**src/rtl/uart_report_pkg.sv**
```systemverilog
// Shared definitions for the cache counter report scheduler: FSM and
// byte-emission encodings, fixed ASCII characters and the line label ROM.
package uart_report_pkg;

    typedef enum logic [2:0] {
        ST_IDLE,
        ST_SNAP,
        ST_LABEL,
        ST_COLON,
        ST_HEX,
        ST_CR,
        ST_LF,
        ST_FIN
    } state_t;

    typedef enum logic [1:0] {
        EM_ISSUE,
        EM_WAIT_LO,
        EM_WAIT_HI
    } emit_t;

    localparam logic [7:0] ASCII_COLON = 8'h3A;
    localparam logic [7:0] ASCII_CR    = 8'h0D;
    localparam logic [7:0] ASCII_LF    = 8'h0A;

    localparam int unsigned LABEL_LEN  = 4;
    localparam int unsigned LABEL_SRCS = 6;

    // Source k occupies entry k; character index 3 is the first character sent.
    localparam logic [LABEL_SRCS-1:0][LABEL_LEN-1:0][7:0] LABEL_ROM =
        {"2REQ", "2MIS", "DREQ", "DMIS", "IREQ", "IMIS"};

    // Label character `pos` (0 = first transmitted) of source `src`.
    function automatic logic [7:0] label_byte(input logic [2:0] src, input logic [1:0] pos);
        return LABEL_ROM[src][2'd3 - pos];
    endfunction

endpackage

```
**src/rtl/uart_report_sched_if.sv**
```systemverilog
// Bus between the report scheduler and its environment.
//   report_req : report request (rising edge)
//   cnt_in     : N_SRC counters, source k at [k*CNT_W +: CNT_W]
//   tx_ready   : UART transmitter idle
//   tx_byte    : byte to transmit (uart_tx.din)
//   tx_start   : one-cycle start pulse (uart_tx.tx_start)
//   busy/done  : report in progress / report finished pulse
interface uart_report_sched_if #(
    parameter int unsigned N_SRC = 6,
    parameter int unsigned CNT_W = 32
);
    logic                   report_req;
    logic [N_SRC*CNT_W-1:0] cnt_in;
    logic                   tx_ready;
    logic [7:0]             tx_byte;
    logic                   tx_start;
    logic                   busy;
    logic                   done;

    modport master (
        input  report_req, cnt_in, tx_ready,
        output tx_byte, tx_start, busy, done
    );

    modport slave (
        output report_req, cnt_in, tx_ready,
        input  tx_byte, tx_start, busy, done
    );
endinterface

```
**src/rtl/hex_nibble_ascii.sv**
```systemverilog
// Maps one nibble to its uppercase ASCII hex digit.
//   nib   : 4-bit value
//   ascii : '0'..'9' / 'A'..'F'
module hex_nibble_ascii (
    input  logic [3:0] nib,
    output logic [7:0] ascii
);
    // 'A' - 10 = 0x37
    assign ascii = (nib < 4'd10) ? (8'h30 + {4'h0, nib}) : (8'h37 + {4'h0, nib});
endmodule

```
**src/rtl/uart_report_sched.sv**
```systemverilog
// Snapshots the cache event counters on a report request and streams one
// "LABL:HHHHHHHH\r\n" line per source to the UART transmitter, one byte per
// tx_ready handshake. A request arriving mid-report is held (1 deep).
//   clk, rstn : clock, async active-low reset
//   bus       : report_req/cnt_in/tx_ready in; tx_byte/tx_start/busy/done out
module uart_report_sched
    import uart_report_pkg::*;
#(
    parameter int unsigned N_SRC = 6,
    parameter int unsigned CNT_W = 32
) (
    input  logic                clk,
    input  logic                rstn,
    uart_report_sched_if.master bus
);
    localparam int unsigned DIGITS = CNT_W / 4;
    localparam int unsigned SRC_W  = (N_SRC > 1) ? $clog2(N_SRC) : 1;
    localparam int unsigned POS_W  = (DIGITS > LABEL_LEN) ? $clog2(DIGITS) : $clog2(LABEL_LEN);

    typedef logic [N_SRC-1:0][DIGITS-1:0][3:0] snap_t;

    state_t             state, state_d;
    emit_t              emit, emit_d;
    logic [SRC_W-1:0]   src, src_d;
    logic [POS_W-1:0]   pos, pos_d;
    snap_t              snap, snap_d;
    logic               pending, pending_d;
    logic               req_q;
    logic [7:0]         tx_byte_q, tx_byte_d;
    logic               tx_start_q, tx_start_d;
    logic               busy_q, busy_d;
    logic               done_q, done_d;

    logic               req_edge_c;
    logic               adv_c;
    logic [3:0]         nib_c;
    logic [7:0]         hex_char_c;
    logic [7:0]         cur_byte_c;

    assign bus.tx_byte  = tx_byte_q;
    assign bus.tx_start = tx_start_q;
    assign bus.busy     = busy_q;
    assign bus.done     = done_q;

    assign req_edge_c = bus.report_req & ~req_q;

    // Current hex digit, MSB first
    assign nib_c = snap[src][POS_W'(DIGITS - 1) - pos];

    hex_nibble_ascii u_hex (
        .nib   (nib_c),
        .ascii (hex_char_c)
    );

    // Byte belonging to the current line position
    always_comb begin
        cur_byte_c = ASCII_LF;
        case (state)
            ST_LABEL: cur_byte_c = label_byte(3'(src), pos[1:0]);
            ST_COLON: cur_byte_c = ASCII_COLON;
            ST_HEX:   cur_byte_c = hex_char_c;
            ST_CR:    cur_byte_c = ASCII_CR;
            default:  cur_byte_c = ASCII_LF;
        endcase
    end

    // State and output registers
    always_ff @(posedge clk or negedge rstn) begin
        if (!rstn) begin
            state      <= ST_IDLE;
            emit       <= EM_ISSUE;
            src        <= '0;
            pos        <= '0;
            snap       <= '0;
            pending    <= 1'b0;
            req_q      <= 1'b0;
            tx_byte_q  <= 8'h00;
            tx_start_q <= 1'b0;
            busy_q     <= 1'b0;
            done_q     <= 1'b0;
        end else begin
            state      <= state_d;
            emit       <= emit_d;
            src        <= src_d;
            pos        <= pos_d;
            snap       <= snap_d;
            pending    <= pending_d;
            req_q      <= bus.report_req;
            tx_byte_q  <= tx_byte_d;
            tx_start_q <= tx_start_d;
            busy_q     <= busy_d;
            done_q     <= done_d;
        end
    end

    // Next-state and output logic
    always_comb begin
        state_d    = state;
        emit_d     = emit;
        src_d      = src;
        pos_d      = pos;
        snap_d     = snap;
        pending_d  = pending;
        tx_byte_d  = tx_byte_q;
        tx_start_d = 1'b0;
        busy_d     = busy_q;
        done_d     = 1'b0;
        adv_c      = 1'b0;

        // FIN consumes requests itself, so only mid-report edges are held
        if (req_edge_c && state != ST_IDLE && state != ST_FIN) begin
            pending_d = 1'b1;
        end

        case (state)
            ST_IDLE: begin
                if (req_edge_c) begin
                    state_d = ST_SNAP;
                    busy_d  = 1'b1;
                end
            end
            ST_SNAP: begin
                snap_d  = bus.cnt_in;
                src_d   = '0;
                pos_d   = '0;
                state_d = ST_LABEL;
                emit_d  = EM_ISSUE;
                // First label byte is constant, so it can be issued from here
                if (bus.tx_ready) begin
                    tx_start_d = 1'b1;
                    tx_byte_d  = label_byte(3'd0, 2'd0);
                    emit_d     = EM_WAIT_LO;
                end
            end
            ST_FIN: begin
                pending_d = 1'b0;
                if (pending || req_edge_c) begin
                    state_d = ST_SNAP;
                    busy_d  = 1'b1;
                end else begin
                    state_d = ST_IDLE;
                end
            end
            default: begin
                case (emit)
                    EM_ISSUE: begin
                        if (bus.tx_ready) begin
                            tx_start_d = 1'b1;
                            tx_byte_d  = cur_byte_c;
                            emit_d     = EM_WAIT_LO;
                        end
                    end
                    EM_WAIT_LO: begin
                        if (!bus.tx_ready) emit_d = EM_WAIT_HI;
                    end
                    EM_WAIT_HI: begin
                        if (bus.tx_ready) begin
                            emit_d = EM_ISSUE;
                            adv_c  = 1'b1;
                        end
                    end
                    default: emit_d = EM_ISSUE;
                endcase

                if (adv_c) begin
                    case (state)
                        ST_LABEL: begin
                            if (pos == POS_W'(LABEL_LEN - 1)) begin
                                pos_d   = '0;
                                state_d = ST_COLON;
                            end else begin
                                pos_d = pos + POS_W'(1);
                            end
                        end
                        ST_COLON: begin
                            pos_d   = '0;
                            state_d = ST_HEX;
                        end
                        ST_HEX: begin
                            if (pos == POS_W'(DIGITS - 1)) begin
                                pos_d   = '0;
                                state_d = ST_CR;
                            end else begin
                                pos_d = pos + POS_W'(1);
                            end
                        end
                        ST_CR: state_d = ST_LF;
                        ST_LF: begin
                            if (src == SRC_W'(N_SRC - 1)) begin
                                state_d = ST_FIN;
                                done_d  = 1'b1;
                                busy_d  = 1'b0;
                            end else begin
                                src_d   = src + SRC_W'(1);
                                state_d = ST_LABEL;
                            end
                        end
                        default: state_d = ST_IDLE;
                    endcase
                end
            end
        endcase
    end

endmodule

```
**src/flat_wrapper.sv**
```systemverilog
// flat-port wrapper written by rule: the top's interface ports become plain ports
module uart_report_sched_flat import uart_report_pkg::*;
#(
    parameter int unsigned N_SRC = 6,
    parameter int unsigned CNT_W = 32
)
  (clk, rstn, bus_report_req, bus_cnt_in, bus_tx_ready, bus_tx_byte, bus_tx_start, bus_busy, bus_done);
  uart_report_sched_if #(.N_SRC(N_SRC), .CNT_W(CNT_W)) bus_i ();
  input  logic clk;
  input  logic rstn;
  input wire logic [$bits(bus_i.report_req)-1:0] bus_report_req;
  input wire logic [$bits(bus_i.cnt_in)-1:0] bus_cnt_in;
  input wire logic [$bits(bus_i.tx_ready)-1:0] bus_tx_ready;
  output wire logic [$bits(bus_i.tx_byte)-1:0] bus_tx_byte;
  output wire logic [$bits(bus_i.tx_start)-1:0] bus_tx_start;
  output wire logic [$bits(bus_i.busy)-1:0] bus_busy;
  output wire logic [$bits(bus_i.done)-1:0] bus_done;
  assign bus_i.report_req = bus_report_req;
  assign bus_i.cnt_in = bus_cnt_in;
  assign bus_i.tx_ready = bus_tx_ready;
  assign bus_tx_byte = bus_i.tx_byte;
  assign bus_tx_start = bus_i.tx_start;
  assign bus_busy = bus_i.busy;
  assign bus_done = bus_i.done;
  uart_report_sched #(.N_SRC(N_SRC), .CNT_W(CNT_W)) u_core (.clk(clk), .rstn(rstn), .bus(bus_i));
endmodule
```
**config.mk**
```make
export PLATFORM = sky130hd
export DESIGN_NAME = uart_report_sched_flat
export DESIGN_NICKNAME = d
export VERILOG_FILES = /design/src/rtl/uart_report_pkg.sv /design/src/rtl/uart_report_sched_if.sv /design/src/rtl/hex_nibble_ascii.sv /design/src/rtl/uart_report_sched.sv /design/src/flat_wrapper.sv
export SDC_FILE = /design/constraint.sdc
export NUM_CORES = 1
export LEC_CHECK = 0
export BUFFER_PORTS_ARGS = -buffer_cell sky130_fd_sc_hd__buf_4
export CORE_MARGIN = 1
export CORE_UTILIZATION = 50
export DETAILED_ROUTE_END_ITERATION = 10
export PLACE_DENSITY = 0.85
export SLEW_MARGIN = 10
export SYNTH_ARGS = -nofsm -noshare
export SYNTH_HDL_FRONTEND = slang
export SYNTH_HIERARCHICAL = 1
export SYNTH_SLANG_ARGS = --single-unit
```
**constraint.sdc**
```tcl
create_clock -name clk -period 2.8 [get_ports clk]
set_input_delay 0.56 -clock clk [delete_from_list [all_inputs] [get_ports clk]]
set_output_delay 0.56 -clock clk [all_outputs]
set_load 0.1 [all_outputs]
```
==> results of run 1 <==
[timing repair]
item	CTS	global route
cloned	2	1
gates resized for setup	25	32
endpoints found under the hold margin	58	0
setup buffers	8	8
pin swaps	8	10
hold buffers	1	0
endpoints found under the setup margin	6	7
[routing by layer]
metal / GRT usage [%] / vias up
met5: 0 / -
met4: 11.5 / 0
met3: 4.25 / 83
met2: 48.8 / 460
met1: 37.9 / 4605
li1: - / 4389
[area by class of cell]
cell class,count,share of cell area (%)
sequential,216,38.8
clock buffer,33,4.98
multi-input combinational,889,35.2
timing repair buffer,284,17.1
inverter,16,0.431
tap,270,2.42
clock inverter,11,1.03
[critical path: stages (launching register included)]
cell and delay, ps:
dfrtp_2 450, bufbuf_16 290, mux2_2 220, a22oi_1 60
mux4_2 480, o32a_1 200, a21oi_2 190, inv_2 70
ha_4 170, nand2_2 80, mux2_4 310, nor2_4 70
o32a_1 150, o21ai_1 60
[power groups by stage]
stage,combinational [uW],clock [uW],sequential [uW]
floorplan,3810,0,5570
global placement,5480,0,5660
CTS,5900,3300,5690
detailed placement,5690,0,5700
finish,6170,3260,5750
global route,6790,3420,5850
[registers in the layout, indices dropped and copies added (netlist names)]
signal and cells:
u_core/snap 192, u_core/bus.tx_byte 8, u_core/pos 3, u_core/src 3
u_core/state 3, u_core/emit 2, u_core/bus.busy 1, u_core/bus.done 1
u_core/bus.tx_start 1, u_core/pending 1, u_core/req_q 1
[metrics by stage]
| stage | instances | total power (uW) | instance area, um2 | setup WS (ps) |
|---|---|---|---|---|
| 6_report | 1719 | 15200 | 13900 | -122 |
| 5_1_grt | 1719 | 16100 | 13900 | -204 |
| 4_1_cts | 1711 | 14900 | 13700 | -51.6 |
| 3_5_place_dp | 1656 | 11400 | 12600 | -144 |
| 3_3_place_gp | 1656 | 11100 | 12600 | -103 |
| 2_1_floorplan | 1193 | 9380 | 10500 | 55.1 |
[cell usage in the layout, fill, tap and decap left out, types with 3 or more instances in the layout]
master	count
clkinv_2	5
a21oi_2	4
a22oi_1	10
o22ai_1	10
ha_1	9
mux4_2	23
dfrtp_1	214
a211oi_2	3
a21oi_1	21
clkbuf_8	6
nor2b_1	7
a221oi_2	3
o32a_1	3
o21ai_0	10
a211oi_1	4
a31oi_1	3
buf_4	262
inv_2	7
nand2b_1	4
nor3_1	4
o21ai_1	13
o211ai_1	6
mux2_2	10
nand2_1	601
o31ai_1	4
nand3_1	6
buf_12	12
mux2_1	7
mux2i_1	28
a22o_1	3
nor2_1	30
clkbuf_16	25
buf_6	5
clkbuf_1	3
inv_1	8
[how the worst min path moves through the flow]
stage / from / end / slack, ps / depth (start not counted)
4_1_cts: bus_report_req / u_core/req_q / 140 / 1
6_report: bus_report_req / u_core/req_q / 150 / 1
3_3_place_gp: u_core/snap[54] / u_core/snap[54] / 450 / 2
5_1_grt: bus_report_req / u_core/req_q / 140 / 1
2_1_floorplan: rstn / u_core/bus.busy / 260 / 0
3_5_place_dp: u_core/snap[80] / u_core/snap[80] / 460 / 2
[cells by family after synthesis]
| family | Yosys count |
|---|---|
| and+or+nand+nor | 681 |
| DFF | 216 |
| AOI/OAI and AO/OA | 121 |
| buffers and inverters | 88 |
| muxes | 73 |
| adders and majority gates | 10 |
| xor gates and xnor gates | 3 |
| other | 1 |
==> impl_results.md, run 1 <==
* Outcome: finished with violations
* Violated checks: negative setup slack
* R2r startpoint: u_core/src[2]
* R2r endpoint: u_core/bus.tx_byte[2]
* Io pins at 207
* P_sw at 6220 uW
* Reg area at 5410 um2
* Worst slew pin tran at 683 ps
* HP Class: in -> reg
* Total GRT Usage at 29.0%
* H-tree levels at 1
* Most frequent cell after synthesis: nand2_1
* Fin. max-slew vios at 0
* Fin nets at 1637
* Clock Skews at 35.2 ps
* Pin count of the biggest net entering global routing at 121
* Synth Area in XOR/XNOR at 0.249%
* Async SR Flop Fraction at 100%
* Row count at 52
* Yosys top cell by area: dfrtp_1
* Latest clock arrival within the worst-skew pair at 550 ps
* Initial antenna violation count at 0
* Width of the chip at 147 um
* Initial drt markers at 768
* Crit path to: u_core/bus.tx_byte[2]
* CTS tree: done
* Period utilization at 104%
* Vias per Instance at 5.55
* Die H at 147 um
* Port Buffers at 206
* Detailed Route WL at 31800 um
* Clock tree sinks at 216
* Final min period at 2920 ps
* Clk pwr share at 21.5%
* Wl on met1 at 12500 um
* Root buffer cell: clkbuf_16
* Vias at 9537
* Hold Vio Cnt, Final at 0
* Share of the synthesized area in the top cell type at 51.3%
* Max Fclk at 0.342 GHz
* CTS Buf Count at 24
* First-pass GRT wire length at 49200 um
* Largest family of logic cells by synthesized area: simple AND/OR/NAND/NOR gates
* Internal Power at 8960 uW
* Wire length per cell at 18.5 um
* Synth Register Bits at 216
* Post-DRT Antenna Nets at 0
* Syn Inst Count at 1193
* Vias in the first global route at 9628
* RSZ-0062 raised after global routing: yes
* Floorplan Core Area at 20400 um2
* Post-synthesis compound-gate area fraction at 7.77%
* Maxcap violations at 0
* Area Overhead vs Synth at 32.3%
* Adder-cell share of the synthesized area at 1.19%
* Met3 wire len at 2150 um
* Setup violators final at 5
* Sw Ratio at 41.0%
* Sequential area share after synthesis at 51.3%
* Reg2reg path depth at 13
* Share of layout cells above drive strength 1 at 28.1%
* Hpwl dp at 22400 um
* Final WS setup at -122 ps
* Clock buffer depth at 3
* Critical path origin: u_core/src[2]
* Die area at 21700 um2
* Synth area leaders: dfrtp_1, nand2_1, mux4_2
* Crit Path Class: reg -> reg
* Worst relative slew slack at 54.4%
* Synth cell count leaders: nand2_1, dfrtp_1, nor2_1
* Critical Path Source Type: register
* Synthesized area at 10500 um2
* CP endpoint kind: register
* Main flop type after synthesis: dfrtp_1
* Clock transition at path regs at 60 ps
* Highest metal used: met4
* Syn Area/Cell at 8.83 um2
* Setup TNS at -549 ps
* Utilization after layout at 68.2%
* Initial core utilization at 51.6%
* Multiplexer share of the synthesized area at 9.93%
* Cell Pwr Density at 1090 nW/um2
* Critical Path AT at 3330 ps
* Count of yosys warnings during synthesis at 6
* Simple-Gate Fraction of Synth Area at 25.4%
* Req. time, crit path at 3200 ps
* DR WL met2 at 16000 um
* Crit Path Max Fanout at 5
* Fin Hold WS at 153 ps
* Ant diodes at 0
* Combinational share of power at 40.6%
* Leakage at 0.00702 uW
* Post-synth EDFFs at 0
* RD Place Congestion at 0.985
* Grt ovf at 0
* Flop pwr share at 37.9%
* TritonRoute pass-1 iters at 5
* Syn_nets at 1399
* DRC Markers at 0
* Synth unique cells at 66
* Worst ir drop on vdd at 0.651 mV
* Reg2reg setup slack at -120 ps
* FILL cells at 1561
* Multi-input combinational cell area at 4910 um2
(Power assumes the default switching activity.)
==> run 2, diff against run 1 <==
--- a/config.mk
+++ b/config.mk
@@ -6,10 +6,12 @@
 export NUM_CORES = 1
 export LEC_CHECK = 0
 export BUFFER_PORTS_ARGS = -buffer_cell sky130_fd_sc_hd__buf_4
+export CAP_MARGIN = 0
 export CORE_MARGIN = 1
 export CORE_UTILIZATION = 50
 export DETAILED_ROUTE_END_ITERATION = 10
 export PLACE_DENSITY = 0.85
+export SETUP_SLACK_MARGIN = 0.5
 export SLEW_MARGIN = 10
 export SYNTH_ARGS = -nofsm -noshare
 export SYNTH_HDL_FRONTEND = slang
==> run 2 against run 1 <==
Compared with the run above: the flow still finishes with violations (negative setup slack); via count is 1.8% higher; combinational power is 4.4% higher; cell area is 0.39% higher; worst hold slack better by 12 ps; clock skew is 7.6 ps lower; count of clock-buffer cells in the layout is 6 lower; routed wire length is 4.4% higher; die area stayed put; critical endpoint unchanged.
==> impl_results.md, run 2 (same netlist as run 1, synthesis figures left out) <==
* CTS Buf Count at 23
* First-pass GRT wire length at 51500 um
* Crit Path Class: reg -> reg
* Hold Vio Cnt, Final at 0
* Floorplan Core Area at 20400 um2
* Period utilization at 104%
* Io pins at 207
* Cell Pwr Density at 1110 nW/um2
* Wire length per cell at 19.3 um
* Outcome: finished with violations
* Max Fclk at 0.345 GHz
* Initial antenna violation count at 0
* Leading cell types in the layout, fill and taps excluded: nand2_1, buf_4, dfrtp_1
* Grt met3 use at 5.03%
* Dpl cells at 1662
* Initial core utilization at 51.6%
* Final min period at 2900 ps
* Max reg flops at 192
* Clock Skews at 27.7 ps
* Total GRT Usage at 30.7%
* Latest clock arrival within the worst-skew pair at 530 ps
* Met2 Use GR at 51.5%
* Port Buffers at 206
* Worst slew pin tran at 757 ps
* Vias per Instance at 5.63
* Detailed Route WL at 33200 um
* Worst ir drop on vdd at 0.724 mV
* RD Place Congestion at 0.979
* Width of the chip at 147 um
* Final WS setup at -102 ps
* Post-Layout Cell Count at 1723
* Initial drt markers at 945
* RSZ-0062 raised after global routing: yes
* DRC Markers at 0
* Setup violators final at 5
* GRT busiest layer: met2
* Hpwl dp at 23200 um
* Maxcap violations at 0
* Top reg by flops: u_core/snap
* Utilization after layout at 68.5%
* Violated checks: negative setup slack
* CP endpoint kind: register
* Ant diodes at 0
* Clock tree sinks at 216
* Fin. max-slew vios at 0
* Crit Path Max Fanout at 3
* HP Class: in -> reg
* Row count at 52
* Grt ovf at 0
* TritonRoute pass-1 iters at 7
* Die area at 21700 um2
* Share of layout cells above drive strength 1 at 28.9%
* Fin Hold WS at 165 ps
* Fin nets at 1642
* Critical Path Source Type: register
* Req. time, crit path at 3190 ps
* Area Overhead vs Synth at 32.8%
* Met1 usage at 39.0%
* Post-DRT Antenna Nets at 0
* Critical Path AT at 3290 ps
* Worst relative slew slack at 49.6%
* Root buffer cell: clkbuf_16
* Die H at 147 um
* Clock transition at path regs at 70 ps
* Clock buffer depth at 3
* Vias in the first global route at 9852
* Leading cell type in the layout, fill and taps excluded: nand2_1
* Setup TNS at -320 ps
* Pin count of the biggest net entering global routing at 195
* Leakage at 0.00704 uW
* Vias at 9707
* CTS tree: done
* H-tree levels at 1
## run 2: changes by cell type in the layout (fill, tap and decap cells not counted), sizes merged
| cell | delta |
|---|---|
| buf | +9 |
| bufinv | +1 |
| clkbuf | -7 |
| bufbuf | -2 |
| clkinvlp | +3 |
## run 2: worst max-delay path, stage by stage, from the launching register on
cell and delay, ps:
dfrtp_4 500, buf_6 140, buf_6 120, mux4_2 340, nor2_2 50, nor4_2 320, nor4_2 100, a41oi_2 260
inv_2 80, ha_4 180, nand2_2 70, mux2_4 290, nor2_1 90, o32a_1 150, o21ai_1 70
## run 2: worst paths after layout
kind                                 startpoint                    end  slack [ps]  cells past startpoint
worst max-delay path              u_core/src[0]  u_core/bus.tx_byte[2]        -100                     14
worst min-delay path             bus_report_req           u_core/req_q         160                      1
max in group asynchronous                  rstn        u_core/snap[58]        1410                      3
worst min register to register  u_core/snap[55]        u_core/snap[55]         470                      2
worst max register to register    u_core/src[0]  u_core/bus.tx_byte[2]        -100                     14
min in group asynchronous                  rstn        u_core/snap[91]         570                      2
## run 2: what timing repair did
action,4_1_cts,5_1_grt
hold buffers,1,0
resized for setup,38,37
setup endpoints to repair,7,10
hold endpoints to repair,4,0
pin swaps,18,21
buffers inserted,14,4
## run 2: area by class of cell
cell class	instances	area (um2)
Clock buffer	27	611
Clock inverter	15	188
Fill cell	1525	6440
Multi-Input combinational cell	889	5020
Inverter	16	60.1
Sequential cell	216	5410
Tap cell	270	338
Timing Repair Buffer	290	2360
## run 2: layer usage
layer / vias up / wire length (um)
met5: - / 0
met4: 0 / 1690
met3: 123 / 2510
met2: 512 / 16400
met1: 4670 / 12600
li1: 4402 / -
## run 2: report_power, final
group	internal (uW)	leakage, uW	total (uW)	switching, uW
combinational	2520	0.00399	6440	3920
sequential	4620	0.00266	5840	1220
clock	1870	0.000386	3180	1310
## run 2: per-stage QoR
stage / power [uW] / worst slack (ps) / cell area (um2)
6_report: 15500 / -102 / 14000
3_5_place_dp: 11500 / -175 / 12700
4_1_cts: 15000 / -51.4 / 13800
5_1_grt: 16300 / -164 / 14000
3_3_place_gp: 11200 / -129 / 12700
2_1_floorplan: 9400 / 112 / 10600
==> run 3, diff against run 2 <==
--- a/config.mk
+++ b/config.mk
@@ -12,6 +12,7 @@
 export DETAILED_ROUTE_END_ITERATION = 10
 export PLACE_DENSITY = 0.85
 export SETUP_SLACK_MARGIN = 0.5
+export SKIP_LAST_GASP = 1
 export SLEW_MARGIN = 10
 export SYNTH_ARGS = -nofsm -noshare
 export SYNTH_HDL_FRONTEND = slang
==> run 3 against run 2 <==
Compared with the run above: the run still ends with negative setup slack left; final cell count about the same; global-route usage decreased by 0.062 points; count of clock-buffer cells in the layout unchanged; cell area decreased by 0.50%; die area unchanged; first-iteration DRC count decreased by 2.3%; worst hold slack improved by 2.0 ps; non-clock buffer count increased by 1; setup slack got worse by 18 ps; clock power about the same; critical path type unchanged; critical endpoint unchanged.
==> impl_results.md, run 3 (same netlist as run 1, synthesis figures left out) <==
* Setup TNS at -433 ps
* FILL cells at 1538
* Initial core utilization at 51.6%
* Final min period at 2920 ps
* Vias per Instance at 5.64
* Fin nets at 1643
* Critical Path Source Type: register
* Die area at 21700 um2
* Final Power at 15300 uW
* Wire length per cell at 19.1 um
* Area Overhead vs Synth at 32.1%
* Max reg flops at 192
* Ant diodes at 0
* Period utilization at 104%
* Maxcap violations at 0
* Post-route cell area at 13900 um2
* Root buffer cell: clkbuf_16
* Total GRT Usage at 30.6%
* Leakage at 0.00702 uW
* Pin count of the biggest net entering global routing at 195
* Post-DRT Antenna Nets at 0
* Clock tree sinks at 216
* RSZ-0062 raised after global routing: yes
* Latest clock arrival within the worst-skew pair at 530 ps
* Top reg by flops: u_core/snap
* Width of the chip at 147 um
* Leading cell types in the layout, fill and taps excluded: nand2_1, buf_4, dfrtp_1
* Fin. max-slew vios at 0
* Leading cell type in the layout, fill and taps excluded: nand2_1
* CP endpoint kind: register
* Detailed Route WL at 32900 um
* Die H at 147 um
* Final WS setup at -120 ps
* Hold Vio Cnt, Final at 0
* Worst slew pin tran at 756 ps
* Share of layout cells above drive strength 1 at 28.4%
* Hpwl dp at 23200 um
* Worst ir drop on vdd at 0.722 mV
* Worst relative slew slack at 49.6%
* Dpl cell area at 12700 um2
* Io pins at 207
* Initial drt markers at 923
* Vias in the first global route at 9862
* Setup violators final at 5
* Req. time, crit path at 3190 ps
* Max Fclk at 0.342 GHz
* Outcome: finished with violations
* CTS tree: done
* Cell Pwr Density at 1100 nW/um2
* Clock transition at path regs at 60 ps
* Clock buffer depth at 3
* Crit Path Class: reg -> reg
* Critical Path AT at 3310 ps
* RD Place Congestion at 0.979
* Violated checks: negative setup slack
* Multi-input combinational cell area at 4950 um2
* Clock Skews at 26.8 ps
* DRC Markers at 0
* Crit Path Max Fanout at 14
* H-tree levels at 1
* First-pass GRT wire length at 51400 um
* Initial antenna violation count at 0
* Floorplan Core Area at 20400 um2
* TritonRoute pass-1 iters at 5
* Port Buffers at 206
* Reg area at 5410 um2
* CTS Buf Count at 23
* HP Class: in -> reg
* Grt ovf at 0
* Row count at 52
* Vias at 9731
-- run 3: metal layers --
layer	share of wire [%]	track usage, %	vias to the layer above
met4	5.0	15.1	0
li1	-	-	4402
met1	39	38.7	4669
met3	7.5	4.91	120
met2	49	51.3	540
met5	0	0	-
-- run 3: worst max-delay path, cell delays in order (launching register included) --
cell and delay, ps:
dfrtp_1 450, buf_4 280, nand2b_1 170, nor2_1 470, nand2_1 170, a41oi_2 300
inv_2 80, ha_4 170, nand2_2 60, mux2_1 320, nor2_1 90, o32a_1 160
o21ai_1 70
-- run 3: area by class of cell --
cell class / count / share of cell area (%)
clock buffer: 27 / 4.39
clock inverter: 15 / 1.35
inverter: 16 / 0.431
multi-input combinational: 889 / 35.6
sequential: 216 / 38.9
tap: 270 / 2.43
timing repair buffer: 291 / 17.0
-- run 3: metrics by stage --
| stage | setup WS (ps) | util [%] | hold slack (ps) | std cells |
|---|---|---|---|---|
| detailed placement | -175 | 62.1 | 460 | 1662 |
| global route | -201 | 68.1 | 160 | 1724 |
| finish | -120 | 68.1 | 167 | 1724 |
| global placement | -129 | 62.1 | 455 | 1662 |
| floorplan | 112 | - | 264 | 1193 |
| CTS | -74.3 | 67.4 | 162 | 1719 |
-- run 3: final timing paths --
check,startpoint,endpoint,slack [ps],depth (start not counted)
worst max-delay path,u_core/pos[0],u_core/bus.tx_byte[2],-120,12
worst min-delay path,bus_report_req,u_core/req_q,170,1
worst max register to register,u_core/pos[0],u_core/bus.tx_byte[2],-120,12
worst min register to register,u_core/snap[139],u_core/snap[139],470,2
max in group asynchronous,rstn,u_core/snap[85],1410,3
min in group asynchronous,rstn,u_core/src[0],560,2
-- run 3: what timing repair did --
action	CTS	global route
endpoints found under the hold margin	4	0
pin swaps	17	17
setup endpoints to repair	7	10
hold buffers	1	0
resized for setup	31	29
buffers inserted	14	5
-- run 3: power by group --
part	total (uW)	switching, uW	internal (uW)
logic	6320	3870	2450
clock network	3180	1310	1870
registers	5820	1200	4620
